$ cat config.mk
export PLATFORM = sky130hd
export DESIGN_NAME = gpr_file
export DESIGN_NICKNAME = d
export VERILOG_FILES = /design/src/rtl/gpr_file.sv
export SDC_FILE = /design/constraint.sdc
export NUM_CORES = 1
export LEC_CHECK = 0
export CAP_MARGIN = 15
export CORE_MARGIN = 4
export CORE_UTILIZATION = 40
export DETAILED_ROUTE_END_ITERATION = 8
export HOLD_SLACK_MARGIN = 0.08
export MAX_ROUTING_LAYER = met4
export PLACE_DENSITY = 0.68
export SKIP_LAST_GASP = 1
export SLEW_MARGIN = 20
export SYNTH_ARGS = -nofsm -noshare
export SYNTH_HDL_FRONTEND = slang
export SYNTH_SLANG_ARGS = --single-unit
$ cat constraint.sdc
create_clock -name clk -period 2.98 [get_ports clk]
set_clock_uncertainty 0.15 [all_clocks]
set_input_delay 0.894 -clock clk [delete_from_list [all_inputs] [get_ports clk]]
set_output_delay 0.894 -clock clk [all_outputs]
set_load 0.05 [all_outputs]
$ cat src/rtl/gpr_file.sv
// General-purpose register file with two read ports, one write port
// and a pending-write scoreboard for in-order issue hazard tracking.
module gpr_file #(
  parameter int DATA_W   = 8,
  parameter int NUM_REGS = 8,
  parameter int ADDR_W   = $clog2(NUM_REGS),
  parameter int BYPASS   = 1,
  parameter int ZERO_R0  = 0
) (
  input  logic                clk,
  input  logic                rst,
  input  logic                w_enable,
  input  logic [ADDR_W-1:0]   w_addr,
  input  logic [DATA_W-1:0]   w_data,
  input  logic                rsv_enable,
  input  logic [ADDR_W-1:0]   rsv_addr,
  input  logic [ADDR_W-1:0]   r_addr_a,
  input  logic [ADDR_W-1:0]   r_addr_b,
  output logic [DATA_W-1:0]   r_data_a,
  output logic [DATA_W-1:0]   r_data_b,
  output logic                busy_a,
  output logic                busy_b,
  output logic [NUM_REGS-1:0] pending
);

  localparam logic [NUM_REGS-1:0] HW =
    (ZERO_R0 != 0) ? NUM_REGS'(1) : '0;

  logic [DATA_W-1:0]   mem_q [NUM_REGS];
  logic [DATA_W-1:0]   mem_d [NUM_REGS];
  logic [NUM_REGS-1:0] pend_q;
  logic [NUM_REGS-1:0] pend_d;
  logic [NUM_REGS-1:0] wsel;
  logic [NUM_REGS-1:0] rsel;

  logic [ADDR_W-1:0]   raddr [2];
  logic [DATA_W-1:0]   rdata [2];
  logic [1:0]          rbusy;
  logic [1:0]          fwd;

  assign raddr[0] = r_addr_a;
  assign raddr[1] = r_addr_b;

  // One-hot decode; addresses past NUM_REGS match nothing.
  always_comb begin
    wsel = '0;
    rsel = '0;
    for (int i = 0; i < NUM_REGS; i++) begin
      wsel[i] = w_enable &&
                (w_addr == ADDR_W'(i)) && !HW[i];
      rsel[i] = rsv_enable &&
                (rsv_addr == ADDR_W'(i)) && !HW[i];
    end
  end

  // Next state: a reserve beats a same-cycle write-back.
  always_comb begin
    pend_d = (pend_q & ~wsel) | rsel;
    for (int i = 0; i < NUM_REGS; i++) begin
      mem_d[i] = wsel[i] ? w_data : mem_q[i];
    end
  end

  // Storage and scoreboard, cleared asynchronously.
  always_ff @(posedge clk or negedge rst) begin
    if (!rst) begin
      for (int i = 0; i < NUM_REGS; i++) begin
        mem_q[i] <= '0;
      end
      pend_q <= '0;
    end else begin
      for (int i = 0; i < NUM_REGS; i++) begin
        mem_q[i] <= mem_d[i];
      end
      pend_q <= pend_d;
    end
  end

  // Read ports with optional forwarding; outputs held low in reset.
  always_comb begin
    for (int p = 0; p < 2; p++) begin
      rdata[p] = '0;
      rbusy[p] = 1'b0;
      fwd[p]   = 1'b0;
      for (int i = 0; i < NUM_REGS; i++) begin
        if (raddr[p] == ADDR_W'(i)) begin
          rdata[p] = mem_q[i];
          rbusy[p] = pend_q[i];
          fwd[p]   = (BYPASS != 0) && wsel[i];
        end
      end
      if (fwd[p]) begin
        rdata[p] = w_data;
        rbusy[p] = 1'b0;
      end
      if (!rst) begin
        rdata[p] = '0;
        rbusy[p] = 1'b0;
      end
    end
  end

  assign r_data_a = rdata[0];
  assign r_data_b = rdata[1];
  assign busy_a   = rbusy[0];
  assign busy_b   = rbusy[1];
  assign pending  = pend_q;

endmodule
* Word level (Yosys, flattened, before mapping)
Index checks and enable logic that the tools add are counted.
W data, S select, Z words.
** Word-level totals
- Flip-flop bits (word level) :: 72
- Logic and storage cells :: 116
** Cells by class
- Eq/ne operators :: 28
- Mux-type cells :: 56
- Bitwise gates (word level) :: 3
- Reduce and logical (&&, ||, !) cells :: 20
** Operators with widths (number)
- $mux W8 :: 20
- $eq A3 B3 Y1 const B :: 16
- $mux W1 :: 36
- $eq A3 B2 Y1 const B :: 8
- $logic_and A1 B1 Y1 :: 16
- $eq A3 B1 Y1 const B :: 4
- $logic_not A3 Y1 :: 4
- $and A8 B8 Y8 :: 1
- $not A8 Y8 :: 1
- $or A8 B8 Y8 :: 1

* Depth between registers and ports, before layout
Gate-level depths: netlist of run 1.
- Word-level depth :: 12
- Mapped depth :: 7
- Depth with buffers taken out :: 5

* Least setup slack after synthesis of run 1
Ideal clock, no wire load.
- Kind :: input-to-output
- Start :: in w_addr[2]
- End :: out r_data_b[2]
- Arrival :: 2.444 ns
- Setup slack :: -0.508 ns
- Stages on the path :: 6
- Path through :: buf_4 > xnor2_1 > nand4_1 > clkbuf_8 > o21ai_0 > a21oi_1
** On the way
- Longest elaborated chain between the ends :: 12
- Elaborated cells on any way between the ends :: 26
** Ends and longest elaborated chain
- start: declaration :: RTL line 13 : input logic [ADDR_W-1:0] w_addr,
- $logic_not A3 Y1 :: RTL line 50 : (w_addr == ADDR_W'(i)) && !HW[i];
- $logic_and A1 B1 Y1 :: RTL line 49 : wsel[i] = w_enable &&
- $mux W1 (7 in series) :: RTL line 86 : if (raddr[p] == ADDR_W'(i)) begin
- $mux W1 * :: RTL line 86
- $mux W8 * :: RTL line 92 : if (fwd[p]) begin
- $mux W8 * :: RTL line 96 : if (!rst) begin
- end: declaration :: RTL line 20 : output logic [DATA_W-1:0] r_data_b,
Mark *: on every way between the ends. The rest lies on a longest branch, timed or not.

* Worst setup path after layout of run 1
- Start :: in r_addr_b[1]
- End :: out r_data_b[2]
** On the way
- Longest elaborated chain between the ends :: 11
- Elaborated cells on any way between the ends :: 26
** Ends and longest elaborated chain
- start: declaration :: RTL line 18 : input logic [ADDR_W-1:0] r_addr_b,
- $logic_not A3 Y1 :: RTL line 86
- $mux W8 / $mux W1 (equally long branches) (8 in series) :: RTL line 86
- $mux W8 * :: RTL line 92
- $mux W8 * :: RTL line 96
Marked as above.

==> results.cfg, run 1 <==
[outcome]
status = finished, violations left
violations = negative setup slack

[pwr]
p_leak_uw = 0.002988
ir_drop_mv = 0.4886
pwr-share-seq_pct = 35.1
p_comb_share_pct = 37.9
p_sw_uw = 1350
p_int_uw = 2698
p_sw_share_pct = 33.35
report.power.total_uw = 4048
powerDensity_nw_per_um2 = 572.5
p_clk_share_pct = 27.0

[die]
start_util_pct = 41.52
die_h_um = 114.8
die_w_um = 114.8
core_area_um2 = 10980
num_rows = 38
die_area_um2 = 13170
ioPinCount = 50

[global_route]
grt_pass1_wl_mm = 23.03
grtUsageTotal_pct = 23.86
grt_start_max_net_pins = 21
grt_pass1_vias = 4063
antenna_found_initial = 0
overflow = 0

[clock_network]
clk_pin_slew_ns = 0.05
clock-sinks = 72
cts_root_buffer = clkbuf_16
clock_latency_ns = 0.34
cts_buffer_depth = 2
cts_tree = done
holdBufCountCts = 0
cts_buffers = 9
htree_levels = 3

[synthesis]
synth_area_per_cell_um2 = 12.53
synthCells = 364
syn_nets = 388
ys.warnings.count = 0
synth_cell_types = 49
synthTopCellsByArea = dfrtp_1 40%, mux2_2 16%, mux4_2 7.4%
ys_ff_latch = 72
ys_seq_area_share_pct = 39.51
synth.largest_area_cell = dfrtp_1
synth_area_um2 = 4561
synth_top_area_share_pct = 39.51

[run]
maxCapViolations = 0

[critical_path]
worstPathRequired_ns = 1.94
cpMostUsedCell = buf_12
path_max_fanout = 6
r2r_end = mem_q[40]$_DFFE_PN0P_
r2r-start = mem_q[40]$_DFFE_PN0P_
worst_ep_arrival_time_ns = 2.21
crit_buf_inv = 4
r2r_cells = 1
startpoint_type = input pin
cp_top_family = multiplexers
path_class = input pin to output pin
crit_chain = buf_12, buf_12, buf_12, mux4_2, mux2i_4, a21oi_4, buf_12
worst_path_max_delay_cell = mux4_2
reg2reg_setup_slack_ns = 2.00
max_stage_delay_ns = 0.53
cp-end-kind = output pin

[timing]
rsz0062_at_grt = yes
maxSlewViolCount = 0
worstMarginPinSlew_ns = 0.5190
post-route-period-util_pct = 109.1
setup_viol = 18
period_needed_ns = 3.251
slew_headroom_pct = 65.29
max_freq_ghz = 0.3076
timing_hold_violations_final = 0
finalWorstSetupSlack_ns = -0.2708

[layout]
final_common_cell = dfrtp_1
area_delta_synth_final_pct = 55.03
multi_input_area_um2 = 3134
nNetsFinal = 514
drive_above_1_share_pct = 64.85
n_antenna_cell = 0
num-fill-cells = 787
layout_common_cells = 72 x dfrtp_1, 65 x buf_4, 64 x mux2_2
layout.area.seq_um2 = 1802

[placed_design]
post-dp-hpwl_mm = 9.511
post-place-ws_ns = -0.8067
io_buffer_count = 49
gp_congestion = 0.8727

[route]
viasPerCell = 6.041
ant_nets = 0
vias = 3836
drtIter0Drc = 190
route.detailed.drc = 0
wl_per_cell_um = 23.23
finalWirelength_mm = 14.75
drt-pass1-iter-count = 5

[hold_path]
hold_path_class = input pin to async pin
-- state kept, by name, indices dropped and copies added, names as in the netlist --
| name | flops |
|---|---|
| pending | 8 |
| mem_q | 64 |
-- worst max-delay path by stage --
| stage | startpoint | to | slack (ns) | depth (start not counted) |
|---|---|---|---|---|
| 2_1_floorplan | r_addr_b[0] | r_data_b[2] | -0.09 | 6 |
| 3_3_place_gp | r_addr_b[1] | r_data_b[1] | -0.80 | 7 |
| 3_5_place_dp | r_addr_b[1] | r_data_b[7] | -0.81 | 6 |
| 4_1_cts | r_addr_b[1] | r_data_b[2] | -0.27 | 7 |
| 5_1_grt | r_addr_b[2] | r_data_b[2] | -0.30 | 9 |
| 6_report | r_addr_b[1] | r_data_b[2] | -0.27 | 7 |
-- routing by layer --
| layer | share of wire [%] | up-vias | global-route usage (%) |
|---|---|---|---|
| met5 | 0 | - | - |
| met4 | 2.4 | 0 | 8.451 |
| met3 | 5.4 | 28 | 5.842 |
| met2 | 51 | 135 | 38.42 |
| met1 | 41 | 2010 | 29.44 |
| li1 | - | 1663 | - |
-- Yosys cell counts, drive strengths merged --
| library cell | number |
|---|---|
| nor2b | 3 |
| nand4b | 4 |
| buf | 25 |
| nand2b | 10 |
| and4 | 1 |
| nor2 | 5 |
| o211ai | 1 |
| mux4 | 24 |
| clkdlybuf4s25 | 3 |
| mux2i | 20 |
| dfrtp | 72 |
| clkbuf | 5 |
| nand2 | 20 |
| o31ai | 1 |
| o21ai | 17 |
| o22ai | 3 |
| nand3b | 1 |
| nand3 | 8 |
| a21boi | 7 |
| nand4 | 3 |
| nor3 | 2 |
| nor3b | 3 |
| inv | 7 |
| mux2 | 65 |
| o32ai | 2 |
| and3 | 1 |
| and2b | 1 |
| a31oi | 1 |
| a32oi | 1 |
| and2 | 3 |
| a221oi | 13 |
| a22oi | 1 |
| a21oi | 17 |
| o221ai | 6 |
| xnor2 | 6 |
| a211oi | 2 |
-- power by group through the flow --
stage / Combinational, uW / Sequential [uW] / Clock [uW]
3_3_place_gp: 1290 / 1400 / 0
2_1_floorplan: 863 / 1410 / 0
4_1_cts: 1480 / 1400 / 1110
6_report: 1530 / 1420 / 1090
5_1_grt: 1620 / 1450 / 1160
3_5_place_dp: 1320 / 1410 / 0
-- stage by stage --
step	setup TNS, ns	hold slack, ns	instances	utilization, %	cell area (um^2)
finish	-3.841	0.2975	635	64.38	7071
global route	-4.527	0.2841	635	64.38	7071
CTS	-3.803	0.2848	631	62.70	6887
detailed placement	-13.22	0.3698	607	55.18	6061
global placement	-13.09	0.3579	607	55.18	6061
floorplan	-0.8623	0.3376	364	-	4921
-- timing repair --
item | in CTS | in global routing
resized for setup | 134 | 31
cloned | 2 | 0
buffers inserted | 7 | 4
pin swaps | 32 | 27
endpoints found under the setup margin | 18 | 18
-- area by class of cell --
| cell class | instances | area share [%] |
|---|---|---|
| clock buffer | 13 | 3.681 |
| clock inverter | 3 | 0.5663 |
| inverter | 7 | 0.5486 |
| multi-input combinational | 252 | 44.33 |
| sequential | 72 | 25.48 |
| tap | 140 | 2.477 |
| timing repair buffer | 148 | 22.92 |
-- logic make-up (layout without fill, tap and decap cells) --
family,after synthesis,in the layout,share of synthesized area [%]
muxes,109,109,33.00
AOI/OAI and AO/OA,72,72,10.67
DFF,72,72,39.51
and+or+nand+nor,65,65,8.889
buffers and inverters,40,171,6.776
xor gates and xnor gates,6,6,1.152
(Power assumes the default switching activity.)
==> run 2: changes to the inputs <==
==> constraint.sdc (replaced) <==
create_clock -name clk -period 3.6 [get_ports clk]
set_clock_uncertainty 0.15 [all_clocks]
set_input_delay 1.08 -clock clk [delete_from_list [all_inputs] [get_ports clk]]
set_output_delay 1.08 -clock clk [all_outputs]
set_load 0.05 [all_outputs]
==> results.cfg, run 2 (same netlist as run 1, synthesis figures left out) <==
[die]
start_util_pct = 41.52
core_area_um2 = 10980
ioPinCount = 50
num_rows = 38
die_h_um = 114.8
die_w_um = 114.8
die_area_um2 = 13170

[critical_path]
crit_chain = buf_12, buf_12, mux4_4, mux2i_2, a21oi_2, buf_6
crit_buf_inv = 3
reg2reg_setup_slack_ns = 2.61
max_stage_delay_ns = 0.63
r2r-start = mem_q[20]$_DFFE_PN0P_
worstPathRequired_ns = 2.37
r2r_end = mem_q[20]$_DFFE_PN0P_
worst_ep_arrival_time_ns = 2.39
path_max_fanout = 5
path_class = input pin to output pin
worst_path_max_delay_cell = mux4_4
cpMostUsedCell = buf_12
cp-end-kind = output pin
startpoint_type = input pin
cp_top_family = multiplexers
r2r_cells = 1

[timing]
maxSlewViolCount = 0
timing.hold.ws_ns = 0.3779
setup_viol = 2
period_needed_ns = 3.620
max_freq_ghz = 0.2762
post-route-period-util_pct = 100.6
rsz0062_at_grt = yes
tns_ns = -0.03587
finalWorstSetupSlack_ns = -0.02031
worstMarginPinSlew_ns = 0.5015
timing_hold_violations_final = 0
slew_headroom_pct = 66.46

[placed_design]
post_dp_cell_area_um2 = 5695
io_buffer_count = 49
gp_congestion = 0.9335
post-dp-hpwl_mm = 9.352
placed_cells = 586

[pwr]
p_leak_uw = 0.002778
p_clk_share_pct = 28.9
report.power.total_uw = 3330
p_sw_uw = 1111
p_comb_share_pct = 35.6
pwr-share-seq_pct = 35.5
p_int_uw = 2219
ir_drop_mv = 0.2484
powerDensity_nw_per_um2 = 502.4
p_sw_share_pct = 33.36

[clock_network]
clock_latency_ns = 0.34
clk_pin_slew_ns = 0.06
cts_buffer_depth = 2
cts_tree = done
cts_root_buffer = clkbuf_16
htree_levels = 3
clock-sinks = 72
cts_buffers = 9

[route]
route.detailed.drc = 0
finalWirelength_mm = 14.84
wl_per_cell_um = 24.25
wl_met1_mm = 5.852
wl_met2_mm = 7.116
vias = 3844
topRoutingLayerUsed = met4
drt-pass1-iter-count = 4
drtIter0Drc = 335
viasPerCell = 6.281
ant_nets = 0
wl_met3_mm = 1.263

[global_route]
grt_pass1_wl_mm = 22.27
overflow = 0
antenna_found_initial = 0
grtUsageTotal_pct = 22.93
grt_pass1_vias = 3994
grt_start_max_net_pins = 22

[layout]
stdcell_count = 612
area_delta_synth_final_pct = 45.35
top_register = mem_q
num-fill-cells = 840
n_antenna_cell = 0
final_common_cell = dfrtp_1
design_area_um2 = 6629
layout_common_cells = 72 x dfrtp_1, 64 x mux2_2, 52 x buf_4
largest_reg_flops = 64
nNetsFinal = 491
layout.area.seq_um2 = 1802
multi_input_area_um2 = 2874
drive_above_1_share_pct = 60.38

[hold_path]
holdPathStages = 1
worstHoldStart = mem_q[3]$_DFFE_PN0P_
holdPathEnd = mem_q[3]$_DFFE_PN0P_
hold_path_class = flop to flop

[outcome]
violations = negative setup slack
status = finished, violations left

[run]
maxCapViolations = 0
run 2: changes by cell type in the layout (fill, tap and decap cells not counted), sizes merged:
cell      change
clkbuf        -4
clkinvlp      +1
clkinv        +3
inv           -1
buf          -23
bufinv        +1
run 2: power by group through the flow:
stage / clock network, uW / logic [uW] / registers [uW]
final: 964 / 1180 / 1180
after global routing: 1000 / 1250 / 1200
after CTS: 968 / 1100 / 1160
after detailed placement: 0 / 1020 / 1170
after global placement: 0 / 988 / 1150
after floorplan: 0 / 624 / 1160
run 2: repair_timing:
action | in CTS | in global routing
setup endpoints to repair | 18 | 18
endpoints found under the hold margin | 0 | 0
hold buffers | 0 | 0
buffers inserted | 3 | 1
pin swaps | 24 | 36
resized for setup | 96 | 72
cloned | 6 | 0
run 2: routing by layer:
metal  global-route usage (%)  vias up
met5                        -        -
met4                    9.546        0
met3                    4.316       52
met2                    35.04      242
met1                    30.16     1940
li1                         -     1610
run 2: final cells by class:
cell class              instances  area share (%)
inverters                       7          0.5285
well taps                     140           2.643
multi-input cells             252           43.36
clock inverters                 7           1.453
repair buffers                125           21.44
flip-flops and latches         72           27.18
clock buffers                   9           3.398
run 2: how the worst max path moves through the flow:
stage           startpoint          end  cells after the start
3_3_place_gp   r_addr_a[1]  r_data_a[5]                      6
6_report       r_addr_b[1]  r_data_b[7]                      6
2_1_floorplan    w_addr[2]  r_data_b[2]                      6
3_5_place_dp   r_addr_a[1]  r_data_a[0]                      8
5_1_grt        r_addr_b[1]  r_data_b[4]                     10
4_1_cts        r_addr_a[0]  r_data_a[1]                      8
run 2: metrics by stage:
step,setup WS (ns),utilization (%)
final,-0.02031,60.36
after CTS,-0.02889,57.79
after global placement,-0.5358,51.86
after floorplan,-0.2604,-
after detailed placement,-0.6010,51.86
after global routing,-0.05795,60.36
==> run 3: changes to the inputs <==
--- a/config.mk
+++ b/config.mk
@@ -7,11 +7,11 @@
 export LEC_CHECK = 0
 export CAP_MARGIN = 15
 export CORE_MARGIN = 4
-export CORE_UTILIZATION = 40
+export CORE_UTILIZATION = 55
 export DETAILED_ROUTE_END_ITERATION = 8
 export HOLD_SLACK_MARGIN = 0.08
 export MAX_ROUTING_LAYER = met4
-export PLACE_DENSITY = 0.68
+export PLACE_DENSITY = 0.86
 export SKIP_LAST_GASP = 1
 export SLEW_MARGIN = 20
 export SYNTH_ARGS = -nofsm -noshare
==> results.cfg, run 3 (same netlist as run 1, synthesis figures left out) <==
[outcome]
status = finished, violations left
violations = negative setup slack

[critical_path]
worstPathRequired_ns = 2.37
crit_buf_inv = 6
startpoint_type = input pin
cp_top_family = buffers and inverters
r2r_cells = 1
worst-path-stages = 10
cpMostUsedCell = buf_12
worst_path_max_delay_cell = a21boi_2
max_stage_delay_ns = 0.21
crit_chain = buf_12, buf_12, buf_12, xnor2_2, nand4_1, buf_6, clkbuf_16, o211ai_4, a21boi_2, buf_12
path_class = input pin to output pin
path_max_fanout = 8
worst_ep_arrival_time_ns = 2.52
cp-end-kind = output pin

[global_route]
grt_start_max_net_pins = 29
grtUsageTotal_pct = 34.35
grt_pass1_wl_mm = 24.60
overflow = 0
grt_pass1_vias = 4242
antenna_found_initial = 0

[hold_path]
hold_path_class = flop to flop
holdPathStages = 1

[pwr]
pwr-share-seq_pct = 38.5
p_comb_share_pct = 40.3
powerDensity_nw_per_um2 = 467.6
p_leak_uw = 0.002804
p_sw_uw = 1135
ir_drop_mv = 0.2795
p_int_uw = 1992
p_clk_share_pct = 21.2
p_sw_share_pct = 36.31

[die]
die_area_um2 = 9813
start_util_pct = 57.82
core_area_um2 = 7888
ioPinCount = 50
num_rows = 32
die_w_um = 99.06
die_h_um = 99.06

[clock_network]
cts_buffer_depth = 2
cts_tree = done
holdBufCountCts = 0
clock_latency_ns = 0.36
clk_pin_slew_ns = 0.07
cts_root_buffer = clkbuf_8
clock-sinks = 72
htree_levels = 3
cts_buffers = 9

[timing]
setup_viol = 14
worstMarginPinSlew_ns = 0.5046
slew_headroom_pct = 66.26
timing_hold_violations_final = 0
max_freq_ghz = 0.2668
rsz0062_at_grt = yes
tns_ns = -0.7881
maxSlewViolCount = 0
period_needed_ns = 3.748
post-route-period-util_pct = 104.1
finalWorstSetupSlack_ns = -0.1485

[placed_design]
gp_congestion = 0.9586
io_buffer_count = 49
post-dp-hpwl_mm = 8.677
placed_cells = 541

[route]
drt-pass1-iter-count = 6
vias = 4165
wl_per_cell_um = 30.01
ant_nets = 0
route.detailed.drc = 0
drtIter0Drc = 418
viasPerCell = 7.243
finalWirelength_mm = 17.26

[layout]
largest_reg_flops = 64
n_antenna_cell = 0
drive_above_1_share_pct = 60.04
top_register = mem_q
nNetsFinal = 492
stdcell_count = 575
final_common_cell = dfrtp_1
area_delta_synth_final_pct = 46.61
num-fill-cells = 330
layout_common_cells = 72 x dfrtp_1, 64 x mux2_2, 48 x buf_4

[run]
maxCapViolations = 0
-- run 3: worst paths after layout --
| path | start | to | slack (ns) |
|---|---|---|---|
| max | r_addr_b[1] | r_data_b[4] | -0.15 |
| min | mem_q[10]$_DFFE_PN0P_ | mem_q[10]$_DFFE_PN0P_ | 0.38 |
| max reg2reg | mem_q[43]$_DFFE_PN0P_ | mem_q[43]$_DFFE_PN0P_ | 2.56 |
| min reg2reg | mem_q[10]$_DFFE_PN0P_ | mem_q[10]$_DFFE_PN0P_ | 0.38 |
| max in group asynchronous | rst | mem_q[54]$_DFFE_PN0P_ | 2.11 |
| min in group asynchronous | rst | mem_q[38]$_DFFE_PN0P_ | 0.52 |
-- run 3: routing by layer --
metal	up-vias	GRT usage [%]	share of wire, %	wire length [um]
li1	1609	-	-	-
met1	2036	40.49	34	5913
met2	394	52.74	47	8036
met3	126	10.40	13	2234
met4	0	18.59	6.2	1072
met5	-	-	0	0
-- run 3: layout make-up --
class / instances / area [um^2] / share of cell area [%]
clock inverter: 3 / 40.04 / 0.5988
inverter: 7 / 35.03 / 0.5240
sequential: 72 / 1802 / 26.95
multi-input combinational: 252 / 2974 / 44.48
tap: 102 / 127.6 / 1.909
clock buffer: 13 / 158.9 / 2.376
timing repair buffer: 126 / 1549 / 23.17
-- run 3: metrics by stage --
| stage | total power, uW | hold WS [ns] | cell area (um^2) | setup WS, ns | util, % |
|---|---|---|---|---|---|
| finish | 3127 | 0.3822 | 6686 | -0.1485 | 84.77 |
| global route | 3217 | 0.3984 | 6686 | -0.1559 | 84.77 |
| CTS | 2935 | 0.3793 | 6327 | -0.05550 | 80.22 |
| detailed placement | 2168 | 0.3626 | 5620 | -0.5446 | 71.26 |
| global placement | 2121 | 0.3545 | 5620 | -0.5472 | 71.26 |
| floorplan | 1784 | 0.3376 | 4627 | -0.2604 | - |
-- run 3: power by group through the flow --
stage,sequential [uW],clock (uW),combinational [uW]
3_5_place_dp,1160,0,1010
6_report,1200,661,1260
3_3_place_gp,1140,0,978
5_1_grt,1220,689,1310
2_1_floorplan,1160,0,624
4_1_cts,1160,652,1130
-- run 3: repair_timing --
item	4_1_cts	5_1_grt
pin swaps	40	25
setup buffers	7	5
cloned	5	2
gates resized for setup	108	65
endpoints found under the setup margin	18	18
==> RTL change 1: new RTL, config.mk and constraints of run 1 <==
The parameter `NUM_REGS` goes from 8 to 16.
--- a/src/rtl/gpr_file.sv
+++ b/src/rtl/gpr_file.sv
@@ -3,5 +3,5 @@
 module gpr_file #(
   parameter int DATA_W   = 8,
-  parameter int NUM_REGS = 8,
+  parameter int NUM_REGS = 16,
   parameter int ADDR_W   = $clog2(NUM_REGS),
   parameter int BYPASS   = 1,
Interface: changed (5 resized); port bits go from 50 to 62. The function was not compared with the original's and may differ.
==> RTL change 1 against run 1 <==
- the flow still finishes with violations (setup timing)
- critical path type unchanged
- final cell count grew 130%
- routed wire length grew to 2.6 times the old value
- total power is 86% higher
- worst setup slack got worse by 0.53 ns
- maximum frequency is 14% lower
- synthesized area up 97%
- register-to-register slack lost 0.10 ns
- via count increased by 130%
- sequential cell count rose by 72
- critical path depth rose by 2
- sequential power is 99% higher
- cell area grew 87%
- combinational power rose by 63%
==> RTL change 1: results (changes against run 1) <==
stage,metric,value,unit,change
setup_path,Reg2Reg Launch Point,mem_q[94]$_DFFE_PN0P_,,
status,outcome,"complete, but fails checks",,
setup_path,worst r2r path cells,2,,+1
routing,WL met3,3.68,mm,+360%
global_routing,met2 GRT Util,47.3,%,+8.9 points
cells_and_area,fill count,1819,,+130%
placed_design,Port-buffer cells,61,,+24%
clocking,Post-CTS Setup Inserts,21,,+14
global_routing,largest net degree at the start of global routing,57,,+170%
cells_and_area,Non-Filler Instances,1434,,+130%
sta,setup ws final,-0.800,ns,-0.529 ns
synthesis,register area share after synthesis,40.1,%,+0.62 points
sta,setup violators final,18,,unchanged
routing,wl on met1,15.1,mm,+150%
power_and_ir_drop,sw frac,33.9,%,+0.52 points
placed_design,Final GP Congestion,1.03,,+18%
clocking,htree depth,4,,+1
setup_path,"Max FO, Critical Path",8,,+2
synthesis,mux cell area share after synthesis,23.9,%,-9.1 points
routing,initial drt markers,1075,,+470%
global_routing,first-pass GRT wire length,56.3,mm,+140%
setup_path,flop2flop setup slack,1.90,ns,-0.10 ns
placed_design,Post-Place Setup Slack,-1.42,ns,-0.618 ns
global_routing,GRT Util Overall,31.5,%,+7.7 points
synthesis,Syn Nets,905,,+130%
status,failing checks,setup timing,,
setup_path,CP max stage delay,0.38,ns,-0.15 ns
setup_path,critical path's top delay family,compound AO/OA/AOI/OAI gates,,
setup_path,crit path to,r_data_b[4],,
cells_and_area,fin nets,1171,,+130%
clocking,CTS resizes,159,,+19%
setup_path,highest-delay cell along the critical path,a211oi_4,,
synthesis,"top cells by area, synth","dfrtp_1, mux2_2, o21ai_0, mux2i_1, mux4_2",,
sta,worst-margin pin slew,0.712,ns,+0.193 ns
routing,metal2 WL,17.2,mm,+130%
[RTL change 1: per-stage QoR]
| stage | hold WS [ns] | utilization [%] | TNS [ns] |
|---|---|---|---|
| after floorplan | 0.331 | - | -12.27 |
| after global placement | 0.345 | 53.8 | -23.77 |
| after detailed placement | 0.347 | 53.8 | -23.61 |
| after CTS | 0.301 | 59.4 | -12.88 |
| after global routing | 0.305 | 60.2 | -14.30 |
| final | 0.321 | 60.2 | -13.32 |
[RTL change 1: worst min-delay path by stage]
stage | slack (ns) | depth (start not counted) | startpoint | to
after floorplan | 0.33 | 1 | mem_q[7]$_DFFE_PN0P_ | mem_q[7]$_DFFE_PN0P_
after global placement | 0.34 | 1 | mem_q[7]$_DFFE_PN0P_ | mem_q[7]$_DFFE_PN0P_
after detailed placement | 0.35 | 1 | mem_q[0]$_DFFE_PN0P_ | mem_q[0]$_DFFE_PN0P_
after CTS | 0.30 | 2 | rst | mem_q[70]$_DFFE_PN0P_
after global routing | 0.31 | 2 | rst | mem_q[45]$_DFFE_PN0P_
final | 0.32 | 2 | rst | mem_q[70]$_DFFE_PN0P_
[RTL change 1: power by group through the flow]
stage                     Clock [W]  Sequential [W]  Combinational [W]
after floorplan                   0         0.00286            0.00125
after global placement            0         0.00282            0.00229
after detailed placement          0         0.00284            0.00232
after CTS                   0.00218         0.00282            0.00244
after global routing        0.00227         0.00288            0.00264
final                       0.00218         0.00283            0.00250
[RTL change 1: layout make-up]
cell class	count	area, µm²	share of cell area [%]
Inverter	13	56.3	0.426
Tap cell	280	350	2.65
Clock inverter	8	106	0.805
Sequential cell	144	3600	27.3
Clock buffer	22	474	3.59
Timing Repair Buffer	316	3090	23.4
Multi-Input combinational cell	651	5530	41.9
==> RTL change 2: new RTL, settings of run 1 <==
Made on the original files. Add an input register stage for `r_addr_b`, cleared by the reset; this delays it by one clock. The other inputs are not delayed to match.
--- a/src/rtl/gpr_file.sv
+++ b/src/rtl/gpr_file.sv
@@ -27,4 +27,14 @@
     (ZERO_R0 != 0) ? NUM_REGS'(1) : '0;
 
+  logic [ADDR_W-1:0] r_addr_b_q;
+
+  always_ff @(posedge clk or negedge rst) begin
+    if (!rst) begin
+      r_addr_b_q <= '0;
+    end else begin
+      r_addr_b_q <= r_addr_b;
+    end
+  end
+
   logic [DATA_W-1:0]   mem_q [NUM_REGS];
   logic [DATA_W-1:0]   mem_d [NUM_REGS];
@@ -40,5 +50,5 @@
 
   assign raddr[0] = r_addr_a;
-  assign raddr[1] = r_addr_b;
+  assign raddr[1] = r_addr_b_q;
 
   // One-hot decode; addresses past NUM_REGS match nothing.
Formal check against the unedited RTL: not equivalent (a bounded check fails within 4 cycles, from zero or initial values and one cycle with rst low).
==> RTL change 2 against run 1 <==
- the run still ends with setup timing left
- critical path type unchanged
- total power down 11%
- worst setup slack improved by 0.031 ns
- clock power is 27% lower
- maximum frequency rose by 0.98%
- sequential cell count increased by 3
- largest cell class unchanged
- critical endpoint is now r_data_a[7]
- synthesized area down 3.9%
- cell area decreased by 5.4%
- highest routed layer unchanged
- routed wire length down 6.9%
==> RTL change 2: results (changes against run 1) <==
stage,metric,value,unit,change
cells_and_area,Non-clock buffer share,23.6,%,+0.72 points
cells_and_area,CLK BUF,11,,-2
cells_and_area,fill count,759,,-3.6%
cells_and_area,comb_multi_in,262,,+4.0%
sta,setup violators final,18,,unchanged
routing,initial drt markers,301,,+58%
cells_and_area,clk cell area share,2.90,%,-1.3 points
setup_path,CP max stage delay,0.51,ns,-0.02 ns
clocking,Clock transition at path regs,0.09,ns,+0.04 ns
placed_design,placed cell areas,5760,µm²,-5.0%
synthesis,syn_area_per_cell,11.6,µm²,-7.7%
synthesis,Synth async-reset ratio,100,%,unchanged
power_and_ir_drop,Pleak,2.86,nW,-4.3%
global_routing,first-pass GRT wire length,21.7,mm,-5.8%
setup_path,arrival time worst endpoint,2.18,ns,-0.03 ns
die,Die X,113,µm,-1.8%
synthesis,synth cell count leaders,"dfrtp_1, mux2_2, mux2i_1, o21ai_0, nand2_1",,
sta,final hold vios,0,,unchanged
cells_and_area,inverters,10,,+3
clocking,Root Driver,clkbuf_8,,
power_and_ir_drop,clock share of power,21.9,%,-5.1 points
cells_and_area,sequential cell area,1880,µm²,+4.4%
routing,vias per cell,5.89,,-2.4%
placed_design,Final GP Congestion,0.863,,-1.1%
setup_path,"Max FO, Critical Path",7,,+1
cells_and_area,fin nets,520,,+1.2%
clocking,Worst-Skew Late Latency,0.37,ns,+0.03 ns
global_routing,vias in the first global route,3881,,-4.5%
power_and_ir_drop,power per cell area,541,nW/µm²,-5.5%
power_and_ir_drop,register share of total power,39.8,%,+4.7 points
synthesis,Syn Nets,403,,+3.9%
routing,DR pass1 iterations,5,,unchanged
cells_and_area,Non-Filler Instances,637,,+0.31%
placed_design,DP Cell Count,601,,-0.99%
cells_and_area,Multi-input gate area,2810,µm²,-10%
cells_and_area,share of cells above drive strength 1,57.9,%,-7.0 points
sta,setup ws final,-0.239,ns,+0.0314 ns
cells_and_area,Non-clock buffers,138,,-6.8%
sta,TNS Setup,-2.96,ns,+0.878 ns
global_routing,GRT Util Overall,22.7,%,-1.1 points
sta,Max-slew headroom,65.5,%,+0.21 points
synthesis,register area share after synthesis,42.8,%,+3.3 points
clocking,Num CTS Buffers,9,,unchanged
status,failing checks,setup timing,,
routing,routed wire length,13.7,mm,-6.9%
placed_design,dpl hpwl,9.11,mm,-4.2%
power_and_ir_drop,peak supply drop,0.000198,V,-59%
synthesis,Synth cell types,41,,-16%
synthesis,"top cells by area, synth","dfrtp_1, mux2_2, mux4_2, mux2i_1, o21ai_0",,
cells_and_area,number of sequential cells,75,,+4.2%
global_routing,largest net degree at the start of global routing,29,,+38%
placed_design,Post-Place Setup Slack,-0.768,ns,+0.0390 ns
clocking,htree depth,3,,unchanged
status,outcome,"complete, but fails checks",,
power_and_ir_drop,NetSw,0.00125,W,-7.3%
==> RTL change 2: cell count changes in the layout (fill, tap and decap cells not counted), moves of 7 or more <==
cell,change
buf_4,-10
clkbuf_16,-9
mux4_2,-9
clkbuf_8,+8
a22oi_1,+7
==> RTL change 2: cells by family (layout without fill, tap and decap cells) <==
group | count (synthesis) | after routing | synth area share [%]
buffers and inverters | 42 | 164 | 4.77
and+or+nand+nor | 63 | 63 | 8.11
AOI/OAI and AO/OA | 87 | 87 | 13.2
muxes | 106 | 106 | 29.9
xor gates and xnor gates | 6 | 6 | 1.20
DFF | 75 | 75 | 42.8
==> RTL change 2: path summary, 6_finish.rpt <==
check                                            from                       to  slack, ns
worst max register to register  mem_q[41]$_DFFE_PN0P_    mem_q[41]$_DFFE_PN0P_       1.99
max in group asynchronous                         rst  r_addr_b_q[2]$_DFF_PN0_       1.88
worst min-delay path                              rst    mem_q[60]$_DFFE_PN0P_       0.38
worst min register to register   pending[5]$_DFF_PN0_     pending[5]$_DFF_PN0_       0.38
worst max-delay path                      r_addr_a[1]              r_data_a[7]      -0.24
min in group clk                 pending[5]$_DFF_PN0_     pending[5]$_DFF_PN0_       0.38
==> RTL change 2: what timing repair did <==
| action | 4_1_cts | 5_1_grt |
|---|---|---|
| pin swaps | 20 | 32 |
| gates resized for setup | 118 | 41 |
| setup buffers | 14 | 7 |
| endpoints found under the setup margin | 18 | 18 |
| hold buffers | 0 | 0 |
| gates cloned | 3 | 0 |
==> RTL change 2: layer usage <==
layer	vias to the layer above	track usage (%)	share of wire [%]
met5	-	-	0
met4	0	8.65	2.0
met3	21	4.49	5.5
met2	130	35.0	50
met1	1935	29.8	43
li1	1668	-	-
